## src/rtl/mem_arbiter_pkg.sv

```systemverilog
// Shared definitions for the two-port memory arbiter: FSM states,
// owner encoding and default bus widths.
package mem_arbiter_pkg;

  localparam int ADDR_W_DEF = 12;
  localparam int DATA_W_DEF = 32;

  // Arbiter FSM: arbitration only happens in ST_IDLE
  typedef enum logic [1:0] {
    ST_IDLE    = 2'd0,
    ST_ISSUE   = 2'd1,
    ST_CAPTURE = 2'd2
  } state_t;

  // Owner encoding; the value doubles as the requester's bit index
  localparam logic OWN_CORE = 1'b0;
  localparam logic OWN_UART = 1'b1;

endpackage

```

## src/rtl/rr_arb2.sv

```systemverilog
// Two-way round-robin pick. req[0] is the core, req[1] the UART.
// On a tie the requester that was NOT granted most recently wins.
module rr_arb2
  import mem_arbiter_pkg::*;
(
  input  logic [1:0] req,
  input  logic       last_owner,
  output logic [1:0] gnt
);

  // One-hot pick; a lone requester always wins
  always_comb begin
    gnt = 2'b00;
    if (req[0] && req[1]) begin
      if (last_owner == OWN_UART) begin
        gnt = 2'b01;
      end else begin
        gnt = 2'b10;
      end
    end else begin
      gnt = req;
    end
  end

endmodule

```

## src/rtl/mem_arbiter.sv

```systemverilog
// Arbiter between the core data port and the UART loader in front of a
// single-port synchronous memory. One access at a time: grant in IDLE,
// drive the memory in ISSUE, and for reads return data from CAPTURE.
module mem_arbiter
  import mem_arbiter_pkg::*;
#(
  parameter int ADDR_W = ADDR_W_DEF,
  parameter int DATA_W = DATA_W_DEF
) (
  input  logic              clk,
  input  logic              reset,
  input  logic              core_req,
  input  logic              core_we,
  input  logic [ADDR_W-1:0] core_addr,
  input  logic [DATA_W-1:0] core_wdata,
  input  logic [1:0]        core_mask,
  output logic              core_gnt,
  output logic              core_rvalid,
  output logic [DATA_W-1:0] core_rdata,
  output logic              core_stall,
  input  logic              uart_req,
  input  logic              uart_we,
  input  logic [ADDR_W-1:0] uart_addr,
  input  logic [DATA_W-1:0] uart_wdata,
  input  logic [1:0]        uart_mask,
  output logic              uart_gnt,
  output logic              uart_rvalid,
  output logic [DATA_W-1:0] uart_rdata,
  input  logic              boot_mode,
  output logic              mem_en,
  output logic              mem_str,
  output logic [ADDR_W-1:0] mem_addr,
  output logic [DATA_W-1:0] mem_wdata,
  output logic [1:0]        mem_mask,
  input  logic [DATA_W-1:0] mem_rdata
);

  state_t state_reg;
  logic   owner_reg;
  logic   last_owner_reg;
  logic   we_reg;

  logic [1:0]        eligible;
  logic [1:0]        arb_gnt;
  logic              grant_any;
  logic              win_owner;
  logic              sel_we;
  logic [ADDR_W-1:0] sel_addr;
  logic [DATA_W-1:0] sel_wdata;
  logic [1:0]        sel_mask;
  logic              core_rd_busy;

  // Requests only compete in IDLE and never while reset is held;
  // boot_mode locks the core out so the loader owns the memory.
  assign eligible = (state_reg == ST_IDLE && !reset)
                  ? {uart_req, core_req & ~boot_mode}
                  : 2'b00;

  rr_arb2 u_rr_arb2 (
    .req        (eligible),
    .last_owner (last_owner_reg),
    .gnt        (arb_gnt)
  );

  assign core_gnt  = arb_gnt[0];
  assign uart_gnt  = arb_gnt[1];
  assign grant_any = |arb_gnt;
  assign win_owner = arb_gnt[1] ? OWN_UART : OWN_CORE;

  assign sel_we    = arb_gnt[1] ? uart_we    : core_we;
  assign sel_addr  = arb_gnt[1] ? uart_addr  : core_addr;
  assign sel_wdata = arb_gnt[1] ? uart_wdata : core_wdata;
  assign sel_mask  = arb_gnt[1] ? uart_mask  : core_mask;

  // A granted core read keeps the core stalled until its data returns
  assign core_rd_busy = (state_reg != ST_IDLE) && (owner_reg == OWN_CORE) && !we_reg;
  assign core_stall   = !reset && ((core_req && !core_gnt) ||
                                   (core_gnt && !core_we) ||
                                   core_rd_busy);

  // FSM plus the registered memory command; the command is loaded on the
  // grant edge so it is on the memory pins during ISSUE.
  always_ff @(posedge clk) begin
    if (reset) begin
      state_reg      <= ST_IDLE;
      owner_reg      <= OWN_CORE;
      last_owner_reg <= OWN_UART;
      we_reg         <= 1'b0;
      mem_en         <= 1'b0;
      mem_str        <= 1'b0;
      mem_addr       <= '0;
      mem_wdata      <= '0;
      mem_mask       <= '0;
    end else begin
      mem_en  <= 1'b0;
      mem_str <= 1'b0;
      case (state_reg)
        ST_IDLE: begin
          if (grant_any) begin
            state_reg      <= ST_ISSUE;
            owner_reg      <= win_owner;
            last_owner_reg <= win_owner;
            we_reg         <= sel_we;
            mem_en         <= 1'b1;
            mem_str        <= sel_we;
            mem_addr       <= sel_addr;
            mem_wdata      <= sel_wdata;
            mem_mask       <= sel_mask;
          end
        end
        ST_ISSUE: begin
          state_reg <= we_reg ? ST_IDLE : ST_CAPTURE;
        end
        ST_CAPTURE: begin
          state_reg <= ST_IDLE;
        end
        default: begin
          state_reg <= ST_IDLE;
        end
      endcase
    end
  end

  // Per-requester read return path; index gi matches the owner encoding
  for (genvar gi = 0; gi < 2; gi++) begin : g_ret
    localparam logic OWNER = (gi == 0) ? OWN_CORE : OWN_UART;
    logic [DATA_W-1:0] rdata_reg;
    logic              rvalid_reg;

    // Capture memory data in CAPTURE and hold it until this owner's next read
    always_ff @(posedge clk) begin
      if (reset) begin
        rdata_reg  <= '0;
        rvalid_reg <= 1'b0;
      end else begin
        rvalid_reg <= (state_reg == ST_CAPTURE) && (owner_reg == OWNER);
        if ((state_reg == ST_CAPTURE) && (owner_reg == OWNER)) begin
          rdata_reg <= mem_rdata;
        end
      end
    end
  end

  assign core_rdata  = g_ret[0].rdata_reg;
  assign core_rvalid = g_ret[0].rvalid_reg;
  assign uart_rdata  = g_ret[1].rdata_reg;
  assign uart_rvalid = g_ret[1].rvalid_reg;

endmodule

```

## config.mk

```make
export PLATFORM = sky130hd
export DESIGN_NAME = mem_arbiter
export DESIGN_NICKNAME = d
export VERILOG_FILES = /design/src/rtl/mem_arbiter_pkg.sv /design/src/rtl/rr_arb2.sv /design/src/rtl/mem_arbiter.sv
export SDC_FILE = /design/constraint.sdc
export NUM_CORES = 1
export LEC_CHECK = 0
export BUFFER_PORTS_ARGS = -buffer_cell sky130_fd_sc_hd__buf_4
export CAP_MARGIN = 5
export CORE_MARGIN = 10
export CORE_UTILIZATION = 41
export DETAILED_ROUTE_END_ITERATION = 10
export PLACE_DENSITY_LB_ADDON = 0.2
export SETUP_SLACK_MARGIN = 0.3
export SKIP_LAST_GASP = 1
export SYNTH_ARGS = -nofsm -noshare
export SYNTH_HDL_FRONTEND = slang
export SYNTH_HIERARCHICAL = 1
export SYNTH_SLANG_ARGS = --single-unit
export TNS_END_PERCENT = 50
```

## constraint.sdc

```tcl
create_clock -name clk -period 2.4 [get_ports clk]
set_input_delay 0.6 -clock clk [delete_from_list [all_inputs] [get_ports clk]]
set_output_delay 0.6 -clock clk [all_outputs]
set_load 0.02 [all_outputs]
```

After elaboration in Yosys (flattened, before gate mapping)
Index checks and enable logic that the tools add are counted.
{"block": "word_totals", "inputBits": 131, "register_bits": 119}
{"block": "op_classes", "mux": 12, "reduce_logical": 21, "n_eq_ne": 3, "n_bitwise": 5}
{"operator": "two-way mux 32 bit", "count": 1}
{"operator": "two-way mux 12 bit", "count": 1}
{"operator": "two-way mux 2 bit", "count": 6}
{"operator": "logical AND 1 bit", "count": 9}
{"operator": "zero test 1 bit", "count": 4}
{"operator": "NOT 1 bit", "count": 4}
{"operator": "one-hot mux 2 bit (2 select lines)", "count": 1}
{"operator": "OR reduction 2 bit", "count": 2}
{"operator": "two-way mux 1 bit", "count": 3}
{"operator": "OR reduction 3 bit", "count": 1}
{"operator": "== test 2 x 1 -> 1 bit, second input constant", "count": 1}
{"operator": "== test 2 bit, second input constant", "count": 1}
{"operator": "zero test 2 bit", "count": 1}
{"operator": "logical OR 1 bit", "count": 2}
{"operator": "!= test 2 bit, second input constant", "count": 1}
{"operator": "AND reduction 2 bit", "count": 1}
{"operator": "nonzero test 2 bit", "count": 1}
{"operator": "AND 1 bit", "count": 1}

Logic depth before layout (Yosys ltp)
Gate-level depths: netlist (run 1).
{"block": "logic_depth", "word_depth": 10, "ltp_mapped": 11}

Hierarchy
Netlist (run 1), hierarchy kept.
{"module": "mem_arbiter", "area_per_inst_um2": 4788.3, "cells_per_inst": 526, "instances": 1, "seq_area_each_um2": 2382.3}
{"module": "rr_arb2", "area_per_inst_um2": 18.8, "cells_per_inst": 3, "instances": 1, "seq_area_each_um2": 0.0}

Worst setup path after synthesis (run 1)
No wires, ideal clock.
{"block": "synth_timing", "path_kind": "input to register", "from": "in reset", "to": "reg mem_addr[10]", "n_path_buf": 5, "path_stages": 11, "required_time_ns": 2.319, "t_arrival_ns": 2.843, "setup_slack_ns": -0.524, "setup_ns": 0.081, "cell_sequence": "clkbuf_1 > nor3_1 > and2_1 > a21boi_0 > clkbuf_2 > or2_1 > clkbuf_2 > buf_2 > buf_2 > a21oi_1 > a211oi_2"}
{"block": "synth_between", "elab_chain_cells": 7, "word_cells_on_any_way": 8}
{"item": "start: declaration", "line": "mem_arbiter.sv:11", "rtl": "input logic reset,"}
{"item": "zero test 1 bit (*)", "line": "mem_arbiter.sv:55", "rtl": "assign eligible = (state_reg == ST_IDLE && !reset)"}
{"item": "logical AND 1 bit (*)", "line": "mem_arbiter.sv:55"}
{"item": "two-way mux 2 bit (*)", "line": "mem_arbiter.sv:56", "rtl": "? {uart_req, core_req & ~boot_mode}"}
{"item": "via eligible[1]", "line": "mem_arbiter.sv:43", "rtl": "logic [1:0] eligible;"}
{"item": "logical AND 1 bit", "line": "rr_arb2.sv:14", "rtl": "if (req[0] && req[1]) begin"}
{"item": "two-way mux 2 bit (*)", "line": "rr_arb2.sv:14"}
{"item": "via uart_gnt", "line": "mem_arbiter.sv:26", "rtl": "output logic uart_gnt,"}
{"item": "OR reduction 2 bit", "line": "mem_arbiter.sv:67", "rtl": "assign grant_any = |arb_gnt;"}
{"item": "AND reduction 2 bit (no source line)"}
{"item": "end signal: assignment", "line": "mem_arbiter.sv:106", "rtl": "mem_addr <= sel_addr;"}
{"item": "end: declaration", "line": "mem_arbiter.sv:32", "rtl": "output logic [ADDR_W-1:0] mem_addr,"}
Mark *: on every way through the listed nets, which the timed path passes. The rest lies on a longest branch.
A chain may end at the register's enable or synchronous reset.

Final worst setup path (run 1)
{"block": "layout_timing", "from": "reg state_reg[1]", "to": "out core_stall"}
{"block": "layout_between", "elab_chain_cells": 10, "word_cells_on_any_way": 14}
{"item": "start: declaration", "line": "mem_arbiter.sv:38", "rtl": "state_t state_reg;"}
{"item": "start signal: assignment", "line": "mem_arbiter.sv:112", "rtl": "state_reg <= we_reg ? ST_IDLE : ST_CAPTURE;"}
{"item": "zero test 2 bit (*)", "line": "mem_arbiter.sv:55"}
{"item": "logical AND 1 bit (*)", "line": "mem_arbiter.sv:55"}
{"item": "two-way mux 2 bit (*)", "line": "mem_arbiter.sv:56"}
{"item": "via eligible[0]", "line": "mem_arbiter.sv:43"}
{"item": "logical AND 1 bit", "line": "rr_arb2.sv:14"}
{"item": "two-way mux 2 bit (*)", "line": "rr_arb2.sv:14"}
{"item": "zero test 1 bit", "line": "mem_arbiter.sv:77", "rtl": "assign core_stall = !reset && ((core_req && !core_gnt) ||"}
{"item": "logical AND 1 bit", "line": "mem_arbiter.sv:77"}
{"item": "logical OR 1 bit (*)", "line": "mem_arbiter.sv:77"}
{"item": "logical OR 1 bit (*)", "line": "mem_arbiter.sv:78", "rtl": "(core_gnt && !core_we) ||"}
{"item": "logical AND 1 bit (*)", "line": "mem_arbiter.sv:77"}
{"item": "end: declaration", "line": "mem_arbiter.sv:20", "rtl": "output logic core_stall,"}
Marked as above.

==> qor.csv, run 1 <==
metric,value,unit
grt_max_degree,62,
io_pins,248,
drtAntennaViolNets,0,
syn_area,4807,sq um
whs,0.4484,ns
gp_congestion,0.7669,
drt_wl_total,16480,um
tightestPinTransition,0.8036,ns
synth.area.top_cells,"dfxtp_1 (50%), a21oi_1 (12%), nand2_1 (10%), mux2i_1 (9.6%), a211oi_2 (7.5%)",
drive_gt1_share,44.96,%
clock.fmax,421.8,MHz
min_period,2.371,ns
drt_pre_antenna_iters,5,
htree_levels,4,
ys_ff_latch,119,
coreArea,11470,sq um
post_dp_cell_area,6783,sq um
setup_viol,0,
hold_path_class,in -> reg,
power.density,769.7,nW/um^2
synth_commonest_cells,"nand2_1 (129), dfxtp_1 (119), a21oi_1 (111), mux2i_1 (46), clkbuf_1 (30)",
worstPathArrival,1.77,ns
end_kind,primary output,
antenna_found_initial,1,
syn-num-nets,660,
postLayoutCellArea,7556,sq um
cp_max_fo,5,
clk_latency,0.41,ns
die_h,128.3,um
num_vias,4727,
synth_edf_count,0,
area_growth,57.18,%
worstRegToRegCells,9,
synth_top_area_cell,dfxtp_1,
grt_pass1_wl,25230,um
r2r_start,state_reg[1],
reg2reg_slack,0.33,ns
start_util,41.92,%
dp.cells,882,
grt_overflow,0,
finClkSkew,0.01302,ns
vias_per_cell,5.099,
max-cap-violations,0,
required,1.80,ns
clockRootBuffer,clkbuf_16,
yosys.area.top_type_share,49.56,%
post-dp-hpwl,11810,um
ys_types,31,
drv_slew,0,
startpoint_type,flip-flop,
synth_area_per_cell,9.087,sq um
yosysSeqAreaShare,49.56,%
cts.path.max_buffers,2,
min_path_cells,3,
hold_path.startpoint,mem_rdata[15],
use_met3,8.354,%
fin_crit_sh,98.78,%
async_reset_ff_share,0,%
route.detailed.drc,0,
yosysWarnings,6,
reg2reg_to,we_reg,
layout.nets,901,
grt.busiest_layer,met2,
grt_use_met1,19.48,%
cts_tree,done,
clock_sinks,119,
critPathKind,reg -> out,
io_buffers,247,
grtUsageTotal,18.95,%
relSlewSlack,46.43,%
hold_buffers,0,
outcome,completed,
rows,39,
holdPathEnd,uart_rdata[15],
synth_most_common_cell,nand2_1,
grt_pass1_vias,4864,
die_w,128.3,um
drtIter0Drc,295,
power,5.816,mW
finalHoldViolCount,0,
rsz0062_at_grt,yes,
clk_pin_slew,0.06,ns
dieArea,16460,sq um
final_cells,927,
synth_top_flop_cell,dfxtp_1,
p_leak,3.172,nW
wire_per_inst,17.78,um
peakVddDrop,0.7333,mV
use_met2,33.83,%
cts_buffers,17,
syn-instance-count,529,
power by group:
group	internal [mW]	switching, mW
combinational	0.479	0.533
sequential	2.09	0.0622
clock	1.76	0.891
total	4.33	1.49
placed cells by master (no fill, tap or decap), drive strengths merged, types with 4 or more instances in the layout:
cell type,n
nand2,129
clkbuf,21
buf,270
nor2,4
clkinv,6
and2,5
bufinv,4
mux2i,46
dfxtp,119
a21oi,111
a211oi,46
routing by layer:
layer / part of all wire (%) / routed length [um]
met4: 0.93 / 153
met2: 53 / 8685
met3: 8.9 / 1464
met5: 0 / 0
met1: 37 / 6180
worst max path at each step:
| stage | start | cells after the start | to | slack (ns) |
|---|---|---|---|---|
| after floorplan | reset | 6 | core_stall | -0.03 |
| after global placement | reset | 7 | mem_wdata[17] | -0.0004 |
| after detailed placement | reset | 7 | mem_addr[11] | -0.1 |
| after CTS | state_reg[0] | 7 | core_stall | -0.02 |
| after global routing | state_reg[1] | 7 | core_stall | -0.08 |
| final | state_reg[1] | 7 | core_stall | 0.03 |
logic make-up after synthesis:
| kind of cell | after synthesis | synth area share [%] |
|---|---|---|
| flip-flops | 119 | 49.56 |
| AO/OA/AOI/OAI | 163 | 22.70 |
| multiplexers | 47 | 9.813 |
| buffers and inverters | 51 | 5.075 |
| AND/OR/NAND/NOR | 149 | 12.86 |
what timing repair did:
item                                    CTS  global route
pin swaps                                 0             3
resized for setup                         7             6
buffers inserted                          3             7
endpoints found under the setup margin   50            40
gates cloned                              1             1
area by class of cell:
type                       count  area, sq um
timing repair buffer         271         2091
antenna                        1        2.502
tap                          143        178.9
clock buffer                  20        446.7
sequential                   119         2387
fill                         953         3911
clock inverter                12        176.4
multi-input combinational    360         2270
inverter                       1        3.754
through the flow:
stage | TNS, ns | setup WS (ns) | utilization (%)
6_report | 0 | 0.02939 | 65.89
4_1_cts | -0.02020 | -0.02020 | 65.02
3_3_place_gp | -0.0009008 | -0.0004381 | 59.15
5_1_grt | -0.08319 | -0.08319 | 65.87
3_5_place_dp | -3.562 | -0.09567 | 59.15
2_1_floorplan | -0.02519 | -0.02519 | -
critical path: stages (launching register included):
cell	delay, ns
dfxtp_4	0.35
nor3_4	0.18
and3b_2	0.22
a21boi_4	0.23
nand2_1	0.09
o21ai_2	0.07
a21oi_2	0.07
buf_6	0.17
(Power assumes the default switching activity.)
==> inputs of run 2 (changes only) <==
SETUP_SLACK_MARGIN = 0.02   (was 0.3)
==> qor.csv, run 2 (synthesized netlist as in run 1, its figures left out) <==
metric,value,unit,change
die_h,128.3,um,unchanged
drv_slew,0,,unchanged
outcome,completed,,
cp_max_fo,4,,-1
final_cells,917,,-1.1%
grt_pass1_wl,24220,um,-4.0%
min_path_cells,2,,-1
reg2reg_slack,0.30,ns,-0.03 ns
routed-wl-met3,1404,um,-4.1%
relSlewSlack,48.26,%,+1.8 points
drt-met1-wl,6149,um,-0.50%
worstPathArrival,1.73,ns,-0.04 ns
grt_overflow,0,,unchanged
fin_setup_tns,0,ns,unchanged
layout_setup_ws,0.07186,ns,+0.04247 ns
num_vias,4586,,-3.0%
drt_wl_total,15840,um,-3.9%
multi_input_area,2257,sq um,-0.55%
min_period,2.328,ns,-0.04247 ns
layout.nets,894,,-0.78%
postLayoutCellArea,7407,sq um,-2.0%
drtIter0Drc,280,,-5.1%
max-cap-violations,0,,unchanged
grt_max_degree,118,,+90%
required,1.80,ns,about the same
cts_tree,done,,
clk_pin_slew,0.05,ns,about the same
dieArea,16460,sq um,unchanged
finClkSkew,0.01119,ns,-0.001827 ns
fin_crit_sh,97.01,%,-1.8 points
final_common_cell,buf_4,,
holdPathEnd,core_rdata[19],,
drtAntennaViolNets,0,,unchanged
routed.top_layer,met4,,
start_util,41.92,%,unchanged
worstRegToRegCells,7,,-2
rows,39,,unchanged
setup_viol,0,,unchanged
reg2reg_to,mem_wdata[13],,
post-route-util,64.59,%,-1.3 points
grt_pass1_vias,4715,,-3.1%
clockRootBuffer,clkbuf_16,,
io_buffers,247,,unchanged
drt_pre_antenna_iters,5,,unchanged
drive_gt1_share,44.06,%,-0.90 points
end_kind,primary output,,
whs,0.4532,ns,+0.004843 ns
route.met2.wl,8034,um,-7.5%
rsz0062_at_grt,yes,,
grtUsageTotal,18.14,%,-0.82 points
r2r_start,state_reg[0],,
area_growth,54.09,%,
vias_per_cell,5.001,,-1.9%
gp_congestion,0.7447,,-2.9%
finalHoldViolCount,0,,unchanged
dp.cells,884,,+0.23%
coreArea,11470,sq um,unchanged
hold_path_class,reg -> reg,,
clock_sinks,119,,unchanged
peakVddDrop,0.4906,mV,-33%
antenna_found_initial,0,,-1
cts.path.max_buffers,2,,unchanged
die_w,128.3,um,unchanged
fillers,951,,-0.21%
ff_latch_area,2384,sq um,-0.16%
hold_path.startpoint,core_rdata[19],,
post-dp-hpwl,11440,um,-3.1%
cts_buffers,17,,unchanged
io_pins,248,,unchanged
insertedDiodeCount,0,,-1
place_ws,-0.06755,ns,+0.02813 ns
clock.fmax,429.5,MHz,+1.8%
power,5.478,mW,-5.8%
htree_levels,4,,unchanged
clk_latency,0.40,ns,about the same
p_leak,3.104,nW,-2.1%
route.detailed.drc,0,,unchanged
startpoint_type,input pin,,
power.density,739.5,nW/um^2,-3.9%
post_dp_cell_area,6823,sq um,+0.59%
wire_per_inst,17.28,um,-2.8%
mostFrequentLayoutCells,"buf_4 (260), nand2_1 (129), dfxtp_1 (118)",,
tightestPinTransition,0.7761,ns,-0.02753 ns
critPathKind,in -> out,,
==> run 2: cell count changes in the layout (fill, tap and decap cells not counted), sizes merged <==
cell | before | now
clkinvlp | 2 | 1
diode | 1 | 0
bufinv | 4 | 1
buf | 270 | 265
and2 | 5 | 4
clkbuf | 21 | 22
==> run 2: cell type report <==
type                       count  area share (%)
tap                          143           2.416
clock buffer                  22           6.402
clock inverter                 8           1.014
sequential                   119           32.18
inverter                       1         0.05068
multi-input combinational    359           30.47
timing repair buffer         265           27.47
==> run 2: per-layer routing <==
metal  vias to the layer above  track usage [%]
met1                      2127            19.18
li1                       2301                -
met4                         0            6.954
met3                        17            8.065
met2                       141            30.96
met5                         -                0
==> run 2: worst max-delay path: stages <==
cell	delay [ns]
buf_6	0.11
nor3_4	0.20
and3b_2	0.22
a21boi_4	0.21
nand2_1	0.08
o21ai_2	0.07
a21oi_2	0.07
buf_6	0.16
==> run 2: worst max-delay path by stage <==
stage | from | to | slack (ns) | cells after the start
floorplan | reset | core_stall | -0.03 | 6
global placement | reset | mem_wdata[8] | -0.0004 | 7
detailed placement | reset | mem_wdata[13] | -0.07 | 7
CTS | state_reg[1] | core_stall | 0.03 | 7
global route | state_reg[0] | core_stall | -0.04 | 7
finish | reset | core_stall | 0.07 | 8
==> run 2: timing repair <==
item / 4_1_cts / 5_1_grt
pin swaps: 1 / 4
endpoints found under the setup margin: 1 / 2
gates resized for setup: 1 / 3
cloned: 0 / 0
setup buffers: 2 / 1
hold buffers: 0 / 0
==> run 2: power by group <==
part / switching, mW / total (mW) / internal [mW]
clock: 0.854 / 2.34 / 1.49
combinational: 0.520 / 0.986 / 0.466
sequential: 0.0615 / 2.15 / 2.09
total: 1.44 / 5.48 / 4.04
==> inputs of run 3 (changes only) <==
CORE_UTILIZATION = 30   (was 41)
MAX_ROUTING_LAYER = met4   (was unset)
==> qor.csv, run 3 (synthesized netlist as in run 1, its figures left out) <==
metric,value,unit,change
cts_tree,done,,
post_dp_cell_area,6904,sq um,+1.2%
die_h,146.6,um,+14%
min_period,2.349,ns,+0.02091 ns
required,1.80,ns,about the same
final_cells,995,,+8.5%
antenna_found_initial,0,,unchanged
p_leak,3.111,nW,+0.23%
clock_sinks,119,,unchanged
grt_overflow,0,,unchanged
postLayoutCellArea,7496,sq um,+1.2%
layout.nets,897,,+0.34%
drtAntennaViolNets,0,,unchanged
rsz0062_at_grt,yes,,
clk_pin_slew,0.06,ns,about the same
peakVddDrop,0.4298,mV,-12%
cts_buffers,17,,unchanged
worstPathArrival,1.75,ns,+0.02 ns
clk_latency,0.41,ns,about the same
coreArea,15770,sq um,+38%
dieArea,21490,sq um,+31%
power.density,735.0,nW/um^2,-0.62%
grt_pass1_wl,26250,um,+8.4%
io_pins,248,,unchanged
min_path_cells,3,,+1
route.detailed.drc,0,,unchanged
layout_setup_ws,0.05095,ns,-0.02091 ns
cts.path.max_buffers,2,,unchanged
setup_viol,0,,unchanged
cp_max_fo,4,,unchanged
outcome,completed,,
max-cap-violations,0,,unchanged
grt_max_degree,60,,-49%
drtIter0Drc,196,,-30%
dp.cells,959,,+8.5%
place_ws,-0.08845,ns,-0.02090 ns
end_kind,primary output,,
grtUsageTotal,15.63,%,-2.5 points
rows,46,,+18%
drv_slew,0,,unchanged
tightestPinTransition,0.7844,ns,+0.008283 ns
die_w,146.6,um,+14%
start_util,30.48,%,-11 points
htree_levels,4,,unchanged
fin_crit_sh,97.88,%,+0.87 points
grt_pass1_vias,4903,,+4.0%
final_common_cell,buf_4,,
hold_buffers,0,,unchanged
drive_gt1_share,44.29,%,+0.23 points
vias_per_cell,4.663,,-6.8%
clockRootBuffer,clkbuf_16,,
hold_path_class,in -> reg,,
finClkSkew,0.009363,ns,-0.001829 ns
drt_wl_total,17080,um,+7.8%
critPathKind,reg -> out,,
io_buffers,247,,unchanged
drt_pre_antenna_iters,5,,unchanged
wire_per_inst,17.17,um,-0.64%
mostFrequentLayoutCells,"buf_4 (266), nand2_1 (129), dfxtp_1 (118)",,
finalHoldViolCount,0,,unchanged
fillers,1524,,+60%
post-dp-hpwl,12580,um,+10%
clock.fmax,425.7,MHz,-0.89%
num_vias,4640,,+1.2%
startpoint_type,flip-flop,,
insertedDiodeCount,0,,unchanged
gp_congestion,0.7780,,+4.5%
relSlewSlack,47.71,%,-0.55 points
area_growth,55.93,%,
worstRegToRegCells,7,,unchanged
## run 3: changes by cell type in the layout (fill, tap and decap cells not counted)
cell	before	now
clkinv_2	4	6
buf_12	3	1
buf_6	2	1
clkinvlp_4	1	2
clkinv_4	2	0
buf_4	260	266
clkbuf_1	2	3
## run 3: worst paths after layout
check / start / to / slack, ns
worst max-delay path: state_reg[0] / core_stall / 0.05
worst min-delay path: mem_rdata[15] / uart_rdata[15] / 0.44
worst max register to register: state_reg[0] / mem_wdata[15] / 0.22
worst min register to register: uart_rdata[20] / uart_rdata[20] / 0.46
## run 3: repair_timing
action | CTS | global route
setup endpoints to repair | 1 | 2
setup buffers | 2 | 2
gates resized for setup | 2 | 1
pin swaps | 1 | 5
## run 3: layer usage
metal | vias to the layer above | global-route usage, % | share of wire (%) | wire length, um
met2 | 131 | 26.86 | 53 | 9030
li1 | 2310 | - | - | -
met3 | 24 | 4.975 | 4.9 | 837
met4 | 0 | 6.106 | 2.5 | 421
met1 | 2175 | 16.35 | 40 | 6791
met5 | - | - | 0 | 0
## run 3: area by class of cell
| class | count | area, sq um | area share, % |
|---|---|---|---|
| flip-flops and latches | 119 | 2384 | 31.80 |
| inverters | 1 | 3.754 | 0.05008 |
| repair buffers | 268 | 2028 | 27.06 |
| clock buffers | 23 | 478.0 | 6.376 |
| well taps | 216 | 270.3 | 3.605 |
| clock inverters | 9 | 75.07 | 1.002 |
| multi-input cells | 359 | 2257 | 30.11 |
## run 3: through the flow
step           hold WS (ns)  utilization, %  power [mW]  setup TNS, ns
4_1_cts              0.4225           47.43       5.573              0
6_report             0.4410           47.53       5.509              0
2_1_floorplan        0.4175               -       2.753       -0.02519
3_5_place_dp         0.4318           43.78       3.189         -2.703
5_1_grt              0.4289           47.53       5.773       -0.07701
3_3_place_gp         0.4413           43.78       3.165        -0.3791
## run 3: report_power, final
group / leakage [nW] / internal (mW) / total, mW / switching (mW)
logic: 1.87 / 0.462 / 0.990 / 0.528
clock network: 0.272 / 1.49 / 2.37 / 0.876
registers: 0.969 / 2.09 / 2.15 / 0.0620
## run 3: worst max-delay path, stage by stage, from the launching register on
cell and delay, ns:
dfxtp_2 0.33, nor3_4 0.19, and3b_2 0.22, a21boi_4 0.22, nand2_1 0.09, o21ai_2 0.07, a21oi_2 0.08, buf_6 0.13
